===== src/rtl/blink_sched.sv =====
// blink_sched: two-requester round-robin scheduler for a single LED blink divider.
//
// A requester holds req[i] high for the whole burst. The scheduler grants one
// requester, latches that requester's half-period and toggle count in LOAD, and
// then runs the divide counter in RUN. Every H cycles led_out inverts, until T
// toggles have been issued. DONE then pulses done[owner] for one cycle and
// returns to IDLE. If the owner drops its request in LOAD or RUN, the burst is
// abandoned without a done pulse.
//
// Parameters
//   CNT_W        : divide counter / half-period width
//   TOG_W        : toggle-count width
//   DEFAULT_HALF : half-period substituted when a requester supplies 0
//
// Ports
//   int_osc      in   clock for all logic
//   reset        in   synchronous, active-high reset
//   req[1:0]     in   level-held burst request, one bit per requester
//   half_period0 in   requester 0 half-period (cycles)
//   half_period1 in   requester 1 half-period (cycles)
//   toggles0     in   requester 0 toggle count
//   toggles1     in   requester 1 toggle count
//   gnt[1:0]     out  one-hot grant
//   done[1:0]    out  one-cycle completion pulse to the owner
//   busy         out  high whenever the FSM is not in IDLE
//   led_out      out  LED drive
module blink_sched #(
  parameter int unsigned CNT_W        = 25,
  parameter int unsigned TOG_W        = 8,
  parameter int unsigned DEFAULT_HALF = 10_000_000
) (
  input  logic             int_osc,
  input  logic             reset,
  input  logic [1:0]       req,
  input  logic [CNT_W-1:0] half_period0,
  input  logic [CNT_W-1:0] half_period1,
  input  logic [TOG_W-1:0] toggles0,
  input  logic [TOG_W-1:0] toggles1,
  output logic [1:0]       gnt,
  output logic [1:0]       done,
  output logic             busy,
  output logic             led_out
);

  typedef enum logic [1:0] {
    ST_IDLE = 2'd0,
    ST_LOAD = 2'd1,
    ST_RUN  = 2'd2,
    ST_DONE = 2'd3
  } state_t;

  localparam logic [CNT_W-1:0] HALF_DEF = CNT_W'(DEFAULT_HALF);
  localparam logic [CNT_W-1:0] CNT_ONE  = CNT_W'(1);
  localparam logic [TOG_W-1:0] TOG_ONE  = TOG_W'(1);

  // Registered state
  state_t           state_q;
  logic [CNT_W-1:0] cnt_q;
  logic [CNT_W-1:0] half_q;
  logic [TOG_W-1:0] rem_q;
  logic             owner_q;
  logic             last_owner_q;

  // Next-state values
  state_t           state_d;
  logic [CNT_W-1:0] cnt_d;
  logic [CNT_W-1:0] half_d;
  logic [TOG_W-1:0] rem_d;
  logic             owner_d;
  logic             last_owner_d;
  logic [1:0]       gnt_d;
  logic [1:0]       done_d;
  logic             busy_d;
  logic             led_d;

  // Helper decodes
  logic             winner_c;
  logic             owner_req_c;
  logic [1:0]       owner_oh_c;
  logic [CNT_W-1:0] sel_half_c;
  logic [TOG_W-1:0] sel_tog_c;
  logic             wrap_c;

  // Round-robin pick: on a tie the requester that did not own the last burst wins.
  always_comb begin
    winner_c = 1'b0;
    if (req == 2'b11) begin
      winner_c = ~last_owner_q;
    end else if (req[1] && !req[0]) begin
      winner_c = 1'b1;
    end
  end

  // Owner-indexed views of the request and parameter inputs.
  always_comb begin
    owner_req_c = owner_q ? req[1] : req[0];
    owner_oh_c  = owner_q ? 2'b10 : 2'b01;
    sel_half_c  = owner_q ? half_period1 : half_period0;
    sel_tog_c   = owner_q ? toggles1 : toggles0;
    // half_q is never 0 (0 is replaced by DEFAULT_HALF), so H-1 cannot wrap.
    wrap_c      = (cnt_q == (half_q - CNT_ONE));
  end

  // Next-state and output logic.
  always_comb begin
    state_d      = state_q;
    cnt_d        = cnt_q;
    half_d       = half_q;
    rem_d        = rem_q;
    owner_d      = owner_q;
    last_owner_d = last_owner_q;
    gnt_d        = gnt;
    done_d       = 2'b00;
    led_d        = led_out;

    case (state_q)
      ST_IDLE: begin
        if (|req) begin
          owner_d = winner_c;
          gnt_d   = winner_c ? 2'b10 : 2'b01;
          state_d = ST_LOAD;
        end
      end

      ST_LOAD: begin
        if (!owner_req_c) begin
          // Owner withdrew: abandon silently, still rotate priority.
          state_d      = ST_IDLE;
          gnt_d        = 2'b00;
          led_d        = 1'b0;
          cnt_d        = '0;
          last_owner_d = owner_q;
        end else begin
          half_d = (sel_half_c == '0) ? HALF_DEF : sel_half_c;
          rem_d  = sel_tog_c;
          cnt_d  = '0;
          led_d  = 1'b0;
          if (sel_tog_c == '0) begin
            state_d = ST_DONE;
            done_d  = owner_oh_c;
          end else begin
            state_d = ST_RUN;
          end
        end
      end

      ST_RUN: begin
        if (!owner_req_c) begin
          state_d      = ST_IDLE;
          gnt_d        = 2'b00;
          led_d        = 1'b0;
          cnt_d        = '0;
          last_owner_d = owner_q;
        end else if (wrap_c) begin
          cnt_d = '0;
          led_d = ~led_out;
          if (rem_q != '0) begin
            rem_d = rem_q - TOG_ONE;
          end
          // Last toggle: the same edge enters DONE and raises done[owner].
          if (rem_q <= TOG_ONE) begin
            state_d = ST_DONE;
            done_d  = owner_oh_c;
          end
        end else begin
          cnt_d = cnt_q + CNT_ONE;
        end
      end

      ST_DONE: begin
        state_d      = ST_IDLE;
        gnt_d        = 2'b00;
        led_d        = 1'b0;
        last_owner_d = owner_q;
      end

      default: begin
        state_d = ST_IDLE;
        gnt_d   = 2'b00;
        led_d   = 1'b0;
      end
    endcase

    busy_d = (state_d != ST_IDLE);
  end

  // State and output registers.
  always_ff @(posedge int_osc) begin
    if (reset) begin
      state_q      <= ST_IDLE;
      cnt_q        <= '0;
      half_q       <= '0;
      rem_q        <= '0;
      owner_q      <= 1'b0;
      last_owner_q <= 1'b1;
      gnt          <= 2'b00;
      done         <= 2'b00;
      busy         <= 1'b0;
      led_out      <= 1'b0;
    end else begin
      state_q      <= state_d;
      cnt_q        <= cnt_d;
      half_q       <= half_d;
      rem_q        <= rem_d;
      owner_q      <= owner_d;
      last_owner_q <= last_owner_d;
      gnt          <= gnt_d;
      done         <= done_d;
      busy         <= busy_d;
      led_out      <= led_d;
    end
  end

endmodule

===== config.mk =====
export PLATFORM = sky130hd
export DESIGN_NAME = blink_sched
export DESIGN_NICKNAME = d
export VERILOG_FILES = /design/src/rtl/blink_sched.sv
export SDC_FILE = /design/constraint.sdc
export NUM_CORES = 1
export LEC_CHECK = 0
export ABC_AREA = 1
export CAP_MARGIN = 20
export CORE_MARGIN = 2
export CORE_UTILIZATION = 50
export DETAILED_ROUTE_END_ITERATION = 8
export GPL_ROUTABILITY_DRIVEN = 1
export PLACE_DENSITY = 0.78
export SYNTH_ARGS = -nofsm -noshare
export SYNTH_HDL_FRONTEND = slang
export SYNTH_SLANG_ARGS = --single-unit

===== constraint.sdc =====
create_clock -name int_osc -period 2.4 [get_ports int_osc]
set_input_delay 0.48 -clock int_osc [delete_from_list [all_inputs] [get_ports int_osc]]
set_output_delay 0.48 -clock int_osc [all_outputs]
set_load 0.05 [all_outputs]

==> impl_metrics.json, run 1 <==
{
  "status": "finished, final reports clean",
  "grt_pass1_wl_um": 23800,
  "clkLatencyLatePin_ns": 0.36,
  "syn_to_final_growth_pct": 29.5,
  "powerDensity_nw_per_um2": 786,
  "cp.arrival_ns": 2.54,
  "cap_viol_max_count": 0,
  "cts_sinks": 68,
  "place_congestion": 0.923,
  "wl_per_cell_um": 14.6,
  "path_class": "reg2reg",
  "grt_use_total_pct": 27.5,
  "numCtsBuffers": 9,
  "critPathTopFamily": "simple AND/OR/NAND/NOR gates",
  "setup_violations": 0,
  "die_area_sq_um": 10700,
  "period_needed_ns": 2.27,
  "p_leak_nw": 2.83,
  "r2r_setup_slack_ns": 0.13,
  "finalMaxSlewViolations": 0,
  "die_y_um": 104,
  "cp_max_fo": 9,
  "final_area_sq_um": 6410,
  "syn_area_per_cell_sq_um": 6.33,
  "peakVddDrop_mv": 0.525,
  "ys_seq_area_share_pct": 27.5,
  "clock_skew_ns": 0.00590,
  "num_vias": 5385,
  "syn_inst": 782,
  "p_total_mw": 5.04,
  "vias_per_cell": 5.26,
  "first_global_vias": 5005,
  "diodes": 0,
  "nNetsFinal": 965,
  "drive_above_1_share_pct": 13.7,
  "drtIter0Drc": 322,
  "fp.dieW_um": 104,
  "placed_cell_area_sq_um": 5970,
  "drc": 0,
  "synth_warnings": 0,
  "grt_antenna_before_repair": 0,
  "ys_seq_elements": 68,
  "post-route-period-util_pct": 94.7,
  "tns_ns": 0,
  "hold_viol": 0,
  "clk_pin_slew_ns": 0.08,
  "tightest_slew_ns": 0.704,
  "port_buffers": 75,
  "initial_core_util_pct": 51.1,
  "htreeDepth": 3,
  "max_slew_margin_pct": 53.0,
  "overflow": 0,
  "worst-path-buf-inv": 0,
  "wl_um": 15000,
  "cts.path.max_buffers": 2,
  "syn_nets": 861,
  "slowest_stage": "dfxtp_1",
  "grt_setup_unrepaired": "yes",
  "hp-class": "reg2reg",
  "row_count": 36,
  "grt_max_degree": 44,
  "firstDrtPassIters": 4,
  "synth-edff-count": 0,
  "critPathMaxStageDelay_ns": 0.42,
  "ant_nets": 0,
  "netlist_area_sq_um": 4950,
  "crit_chain": "nor2_4 -> nand2_1 -> nor2_2 -> nand2_1 -> nand2_1 -> nand2_1 -> nor2_1 -> nand3_1 -> nor2_4 -> nand4_2 -> nand2_4 -> nand2_4 -> nor2_1 -> nor2_1",
  "worstSetupEndpointType": "register",
  "synth_async_sr_flop_share_pct": 0,
  "tritoncts": "done",
  "crit_path_frequent_cell": "nand2_1",
  "max_freq_ghz": 0.440,
  "cp-start-kind": "register",
  "cts-root-buf": "clkbuf_8",
  "dp_hpwl_um": 11600,
  "fp.coreArea_sq_um": 9680,
  "worstPathRequired_ns": 2.66,
  "fin_util_pct": 66.2,
  "ios": 76,
  "synth_cell_type_count": 44,
  "yosys_most_used_dff": "dfxtp_1"
}
metrics by stage:
stage                     instances  hold slack (ns)  setup slack, ns
after floorplan                 782            0.446            0.139
after global placement          994            0.446           0.0693
after detailed placement        994            0.453          -0.0188
after CTS                      1010            0.465          0.00941
after global routing           1024            0.490          -0.0647
final                          1024            0.462            0.127
synthesized netlist by cell type (all sizes together) (13+ instances only):
cell type  count  area share, %
a31oi         15            1.9
nand2        210             17
nor2         128             11
a21oi         36            3.7
nand4         27            3.7
dfxtp         68             27
nand3         39            4.2
xnor2         14            2.5
mux2i         15            3.0
xor2          23            4.1
o21ai         44            4.4
clkbuf        13           0.99
inv           91            6.9
nor3          15            1.9
worst min-delay path, stage by stage (launching register included):
cell and delay, ns:
dfxtp_1 0.31, nand2_1 0.06, a21oi_1 0.05
cells by family after synthesis:
group | Yosys count | synth area share [%]
adder cells (fa/ha/maj) | 9 | 2.27
flip-flops | 68 | 27.5
AO/OA/AOI/OAI | 103 | 11.2
multiplexers | 15 | 3.03
buffers and inverters | 114 | 9.45
AND/OR/NAND/NOR | 435 | 39.5
XOR/XNOR | 38 | 7.03
final timing paths:
path                            cells past startpoint       from        to
worst max-delay path                               14  half_q[8]  rem_q[4]
worst min-delay path                                2     gnt[1]    gnt[1]
worst max register to register                     14  half_q[8]  rem_q[4]
worst min register to register                      2     gnt[1]    gnt[1]
sequential cells by signal, indices dropped and copies added, names as in the netlist:
name	flops
busy	1
cnt_q	25
done	2
gnt	2
half_q	25
last_owner_q	1
led_out	1
owner_q	1
rem_q	8
state_q	2
power breakdown:
part           switching (mW)  internal [mW]
clock network           0.483          0.401
registers               0.163           1.27
logic                    1.70           1.02
layout by cell type (no fill, tap or decap), types with 15 or more instances in the layout:
cell,count
a21oi_1,34
dfxtp_1,63
nand2_1,201
a31oi_1,15
clkdlybuf4s50_1,75
buf_4,36
nor2_1,98
nand3_1,36
nor2_2,19
nand4_1,25
xor2_1,23
o21ai_0,41
inv_1,89
mux2i_1,15
routing by layer:
layer | global-route usage, % | wire length [um] | up-vias
li1 | - | - | 2741
met1 | 34.5 | 6630 | 2441
met2 | 47.1 | 7060 | 174
met3 | 4.91 | 884 | 29
met4 | 10.2 | 403 | 0
met5 | 0 | 0 | -
cell type report:
cell class	count	area, sq um
Multi-Input combinational cell	602	3290
Fill cell	884	3270
Clock buffer	10	138
Timing Repair Buffer	113	1060
Clock inverter	6	38.8
Sequential cell	68	1370
Tap cell	133	166
Inverter	92	349
timing repair:
item,4_1_cts,5_1_grt
hold buffers,0,0
endpoints found under the setup margin,4,46
cloned,0,2
resized for setup,1,43
pin swaps,0,10
buffers inserted,0,12
(Power assumes the default switching activity.)
==> run 2: changes to the inputs <==
- MAX_ROUTING_LAYER: unset -> met4
==> run 2 against run 1 <==
- critical path depth rose by 1
- core utilization barely moved
- largest power group unchanged
- die area did not move
- via count rose by 0.20%
- flip-flop and latch count did not move
- maximum frequency rose by 1.2%
- cell count fell by 0.49%
- sequential share of layout area barely moved
- highest routed layer unchanged
- total power rose by 3.8%
- critical endpoint is now cnt_q[24]
- clock-buffer cell count fell by 1
==> impl_metrics.json, run 2 (synthesis results as in run 1) <==
{
  "p_total_mw": 5.24,
  "status": "finished, final reports clean",
  "finalMaxSlewViolations": 0,
  "switching_share_pct": 44.7,
  "ios": 76,
  "crit_path_frequent_cell": "nor2_2",
  "layout_commonest_cell": "nand2_1",
  "place_congestion": 0.970,
  "cts_sinks": 68,
  "wl_um": 15000,
  "ant_nets": 0,
  "hp-class": "reg2reg",
  "period_needed_ns": 2.25,
  "syn_to_final_growth_pct": 29.5,
  "use_met2_pct": 45.9,
  "cp_max_fo": 3,
  "drc": 0,
  "cts-root-buf": "clkbuf_8",
  "overflow": 0,
  "die_y_um": 104,
  "dp_hpwl_um": 11700,
  "drive_above_1_share_pct": 12.8,
  "initial_core_util_pct": 51.1,
  "grt_max_degree": 46,
  "p_comb_share_pct": 52.3,
  "cp-start-kind": "register",
  "powerDensity_nw_per_um2": 817,
  "tns_ns": 0,
  "hold_viol": 0,
  "cts_hold_buf": 0,
  "worstSetupEndpointType": "register",
  "fin_ws_ns": 0.154,
  "post-route-period-util_pct": 93.6,
  "p_sw_mw": 2.34,
  "fin_cells": 1019,
  "htreeDepth": 3,
  "diodes": 0,
  "slowest_stage": "dfxtp_2",
  "placed_cell_area_sq_um": 5950,
  "tightest_slew_ns": 0.507,
  "num_vias": 5396,
  "nNetsFinal": 961,
  "p_leak_nw": 2.83,
  "critPathMaxStageDelay_ns": 0.35,
  "busiest_layer": "met2",
  "clock_skew_ns": 0.00670,
  "firstDrtPassIters": 5,
  "final_cell_mix": "nand2_1 (200), nor2_1 (99), inv_1 (89)",
  "intPower_mw": 2.89,
  "critPathTopFamily": "simple AND/OR/NAND/NOR gates",
  "use_met3_pct": 3.71,
  "grt_antenna_before_repair": 0,
  "max_slew_margin_pct": 66.1,
  "wl_per_cell_um": 14.7,
  "die_area_sq_um": 10700,
  "crit_chain": "inv_1 -> ha_4 -> nand3_2 -> nor2_2 -> nand2_1 -> nor2_2 -> nand2_1 -> nor2_2 -> nand2_2 -> nor2_4 -> nand3_4 -> nor2_4 -> nand2_1 -> xor2_1 -> nor2_2",
  "place_ws_ns": -0.0238,
  "grt_pass1_wl_um": 23800,
  "port_buffers": 75,
  "pwr-share-seq_pct": 27.6,
  "max_freq_ghz": 0.445,
  "reg2reg_from": "state_q[1]",
  "worst-path-buf-inv": 1,
  "crit_path_start": "state_q[1]",
  "cts.path.max_buffers": 2,
  "fin_util_pct": 66.2,
  "setup_violations": 0,
  "path_class": "reg2reg",
  "final_area_sq_um": 6410,
  "clk_pin_slew_ns": 0.08,
  "worstPathRequired_ns": 2.65,
  "holdWs_ns": 0.461,
  "clkLatencyLatePin_ns": 0.36,
  "drtIter0Drc": 300,
  "vias_per_cell": 5.30,
  "first_global_vias": 4898,
  "fp.coreArea_sq_um": 9680,
  "numCtsBuffers": 9,
  "reg_top3": "cnt_q x25, half_q x25, rem_q x8",
  "grt_use_total_pct": 28.2,
  "gr-usage-met1_pct": 36.0,
  "row_count": 36,
  "peakVddDrop_mv": 0.478,
  "cap_viol_max_count": 0,
  "worstHoldStart": "gnt[1]",
  "tritoncts": "done",
  "dp.cells": 990,
  "power_frac_clock_pct": 20.2,
  "cp.arrival_ns": 2.50,
  "fp.dieW_um": 104
}
-- run 2: cell count changes in the layout (fill, tap and decap cells not counted), moves of 2 or more --
cell	before	now
buf_4	36	31
nor2_4	13	11
bufinv_16	0	2
clkinv_2	3	1
nor3b_1	0	2
nor3b_2	3	1
-- run 2: layout make-up --
cell class	instances	area [sq um]
fillers	879	3270
inverters	92	345
clock buffers	9	124
flip-flops and latches	68	1370
repair buffers	109	1040
clock inverters	6	88.8
well taps	133	166
multi-input cells	602	3270
-- run 2: worst paths after layout --
kind	endpoint	slack, ns	cells past startpoint
worst min register to register	gnt[1]	0.46	2
worst max register to register	cnt_q[24]	0.15	15
worst max-delay path	cnt_q[24]	0.15	15
worst min-delay path	gnt[1]	0.46	2
-- run 2: worst reg2reg max path, delay by kind of cell (launching register included) --
kind,cells,cell delay (ns)
and+or+nand+nor,12,1.24
DFF,1,0.35
adders and majority gates,1,0.28
xor gates and xnor gates,1,0.17
buffers and inverters,1,0.08
-- run 2: power groups by stage --
| stage | clock network [mW] | registers [mW] | logic (mW) |
|---|---|---|---|
| 2_1_floorplan | 0 | 1.45 | 1.77 |
| 3_3_place_gp | 0 | 1.45 | 2.42 |
| 3_5_place_dp | 0 | 1.45 | 2.45 |
| 4_1_cts | 1.07 | 1.43 | 2.47 |
| 5_1_grt | 1.11 | 1.46 | 3.06 |
| 6_report | 1.06 | 1.44 | 2.74 |
-- run 2: per-layer routing --
metal,vias up,routed length (um)
met5,-,0
met1,2456,6730
met3,34,709
met2,166,7100
li1,2740,-
met4,0,418
-- run 2: timing repair --
| action | in CTS | in global routing |
|---|---|---|
| hold endpoints to repair | 0 | 0 |
| gates cloned | 0 | 2 |
| setup endpoints to repair | 11 | 46 |
| pin swaps | 0 | 10 |
| buffers inserted | 0 | 12 |
| resized for setup | 1 | 37 |
==> run 3: changes to the inputs <==
- ABC_AREA: 1 -> unset
- CTS_BUF_LIST: unset -> sky130_fd_sc_hd__clkbuf_2 sky130_fd_sc_hd__clkbuf_4 sky130_fd_sc_hd__clkbuf_8
- PLACE_DENSITY: 0.78 -> 0.79
==> run 3 against run 2 <==
- the run now ends with negative setup slack left
- clock skew up 0.0060 ns
- setup slack worse by 0.70 ns
- maximum frequency is 24% lower
- largest cell class unchanged
- sequential share of layout area fell by 0.86 points
- first-iteration DRC count shrank 8.0%
- critical path type unchanged
- largest power group unchanged
==> impl_metrics.json, run 3 <==
{
  "max_freq_ghz": 0.339,
  "syn_area_per_cell_sq_um": 8.04,
  "synth_top_cell_by_area": "dfxtp_1",
  "powerDensity_nw_per_um2": 1190,
  "worstPathRequired_ns": 2.62,
  "worstSetupEndpointType": "register",
  "clk_pin_slew_ns": 0.08,
  "r2r_end": "cnt_q[4]",
  "die_area_sq_um": 9960,
  "reg2reg_from": "half_q[16]",
  "path_class": "reg2reg",
  "wl_um": 15000,
  "reg_top3": "cnt_q x25, half_q x25, rem_q x8",
  "synth_common_cells": "dfxtp_1 (68), nor2_1 (53), nor3_1 (45), nand2_1 (42), mux2i_1 (36)",
  "yosysTopAreaCellShare_pct": 29.7,
  "reg2regPathDepth": 10,
  "cap_viol_max_count": 0,
  "yosys_most_used_dff": "dfxtp_1",
  "hp-class": "reg2reg",
  "grt_use_total_pct": 31.5,
  "r2r_setup_slack_ns": -0.55,
  "port_buffers": 75,
  "ant_nets": 0,
  "ys_seq_elements": 68,
  "die_y_um": 99.8,
  "placed_cell_area_sq_um": 6110,
  "synth_async_sr_flop_share_pct": 0,
  "final_area_sq_um": 6710,
  "fp.coreArea_sq_um": 8810,
  "firstDrtPassIters": 5,
  "yosys.cell_count.top_type": "dfxtp_1",
  "syn_to_final_growth_pct": 46.3,
  "htreeDepth": 3,
  "p_leak_nw": 2.62,
  "numCtsBuffers": 9,
  "setup_violations": 39,
  "num_vias": 5092,
  "grt_max_degree": 31,
  "synth_cell_type_count": 65,
  "netlist_area_sq_um": 4590,
  "fp.dieW_um": 99.8,
  "initial_core_util_pct": 52.1,
  "cts-root-buf": "clkbuf_8",
  "syn_inst": 571,
  "diodes": 0,
  "row_count": 34,
  "place_congestion": 0.939,
  "clkLatencyLatePin_ns": 0.35,
  "overflow": 0,
  "drc": 0,
  "worstHoldStart": "gnt[0]",
  "clock_skew_ns": 0.0127,
  "fin_ws_ns": -0.551,
  "syn_nets": 650,
  "dp_hpwl_um": 10900,
  "cp.arrival_ns": 3.17,
  "drive_above_1_share_pct": 25.5,
  "wl_per_cell_um": 17.8,
  "grt_antenna_before_repair": 0,
  "first_global_vias": 5322,
  "cp-start-kind": "register",
  "vias_per_cell": 6.03,
  "ios": 76,
  "layout_commonest_cell": "buf_4",
  "drtIter0Drc": 276,
  "post-route-period-util_pct": 123,
  "synth-edff-count": 0,
  "fill_cells": 614,
  "hold_end": "gnt[0]",
  "period_needed_ns": 2.95,
  "ys_seq_area_share_pct": 29.7,
  "cp_max_fo": 6,
  "violations": "negative setup slack",
  "cts_sinks": 68,
  "cts.path.max_buffers": 2,
  "tritoncts": "done",
  "tightest_slew_ns": 0.556,
  "grt_pass1_wl_um": 24700,
  "synth.area.top_cells": "dfxtp_1 (30%), mux2i_1 (7.9%), xor2_1 (5.7%)",
  "max_slew_margin_pct": 62.9,
  "worstHoldPathCells": 2,
  "grt_setup_unrepaired": "yes",
  "place_ws_ns": -0.656,
  "final_cell_mix": "buf_4 (94), clkdlybuf4s50_1 (74), dfxtp_1 (58)",
  "finalMaxSlewViolations": 0,
  "status": "finished, violations left",
  "hold_viol": 0,
  "peakVddDrop_mv": 0.843,
  "synth_warnings": 0,
  "nNetsFinal": 810
}
-- run 3: changes by cell type after synthesis, sizes merged, moves of 22 or more --
cell,change
a211oi,+22
inv,-79
nand2,-168
nand3,-30
nor2,-75
nor3,+30
o21ai,-24
-- run 3: what timing repair did --
action                                  4_1_cts  5_1_grt
buffers inserted                             16        2
pin swaps                                    26       11
cloned                                        2        0
resized for setup                            43       21
hold buffers                                  0        0
endpoints found under the setup margin       39       39
-- run 3: worst max path at each step --
stage          startpoint   endpoint  cells after the start
2_1_floorplan   half_q[0]   rem_q[7]                     13
3_3_place_gp    half_q[5]  cnt_q[21]                      9
3_5_place_dp    half_q[5]   rem_q[4]                     12
4_1_cts         half_q[3]   rem_q[4]                     11
5_1_grt         half_q[4]   cnt_q[4]                     12
6_report       half_q[16]   cnt_q[4]                     10
-- run 3: final cells by class --
class / instances / area, sq um / share of cell area [%]
multi-input combinational: 452 / 3250 / 48.4
timing repair buffer: 188 / 1720 / 25.5
sequential: 68 / 1380 / 20.5
clock buffer: 11 / 139 / 2.07
tap: 108 / 135 / 2.01
clock inverter: 5 / 52.6 / 0.783
inverter: 12 / 47.5 / 0.708
-- run 3: cell families (layout without fill, tap and decap cells) --
logic type               count (synthesis)  count (layout)  synth area share [%]
adder cells (fa/ha/maj)                  9               9                  2.45
AND/OR/NAND/NOR                        240             240                  27.7
flip-flops                              68              68                  29.7
multiplexers                            36              36                  7.85
buffers and inverters                   51             216                  4.91
XOR/XNOR                                49              49                  9.65
AO/OA/AOI/OAI                          118             118                  17.8
-- run 3: power breakdown --
part / switching [mW] / total [mW] / internal, mW
combinational: 2.78 / 5.41 / 2.64
sequential: 0.247 / 1.61 / 1.36
clock: 0.443 / 0.940 / 0.498
-- run 3: per-layer routing --
layer / share of wire [%] / wire, um / global-route usage, %
met5: 0 / 0 / -
met4: 3.1 / 464 / 12.2
met3: 4.9 / 741 / 5.50
met2: 51 / 7620 / 55.3
met1: 41 / 6200 / 35.8
-- run 3: stage by stage --
step                      hold slack [ns]  total power, mW  setup TNS (ns)  util (%)  std cells
after floorplan                     0.469             4.39          -14.98         -        571
after global placement              0.453             5.76          -20.04      69.3        809
after detailed placement            0.476             5.88          -23.10      69.3        809
after CTS                           0.493             7.60          -17.49      75.2        843
after global routing                0.524             8.42          -23.87      76.2        844
final                               0.492             7.96          -19.18      76.2        844
-- run 3: worst max-delay path, stage by stage, from the launching register on --
cell and delay, ns:
dfxtp_2 0.33, or4_4 0.54, buf_6 0.14, or3_4 0.39, a211oi_2 0.22, nand4_1 0.12
or4_4 0.58, a21boi_4 0.18, buf_6 0.16, buf_16 0.12, nor3_1 0.05
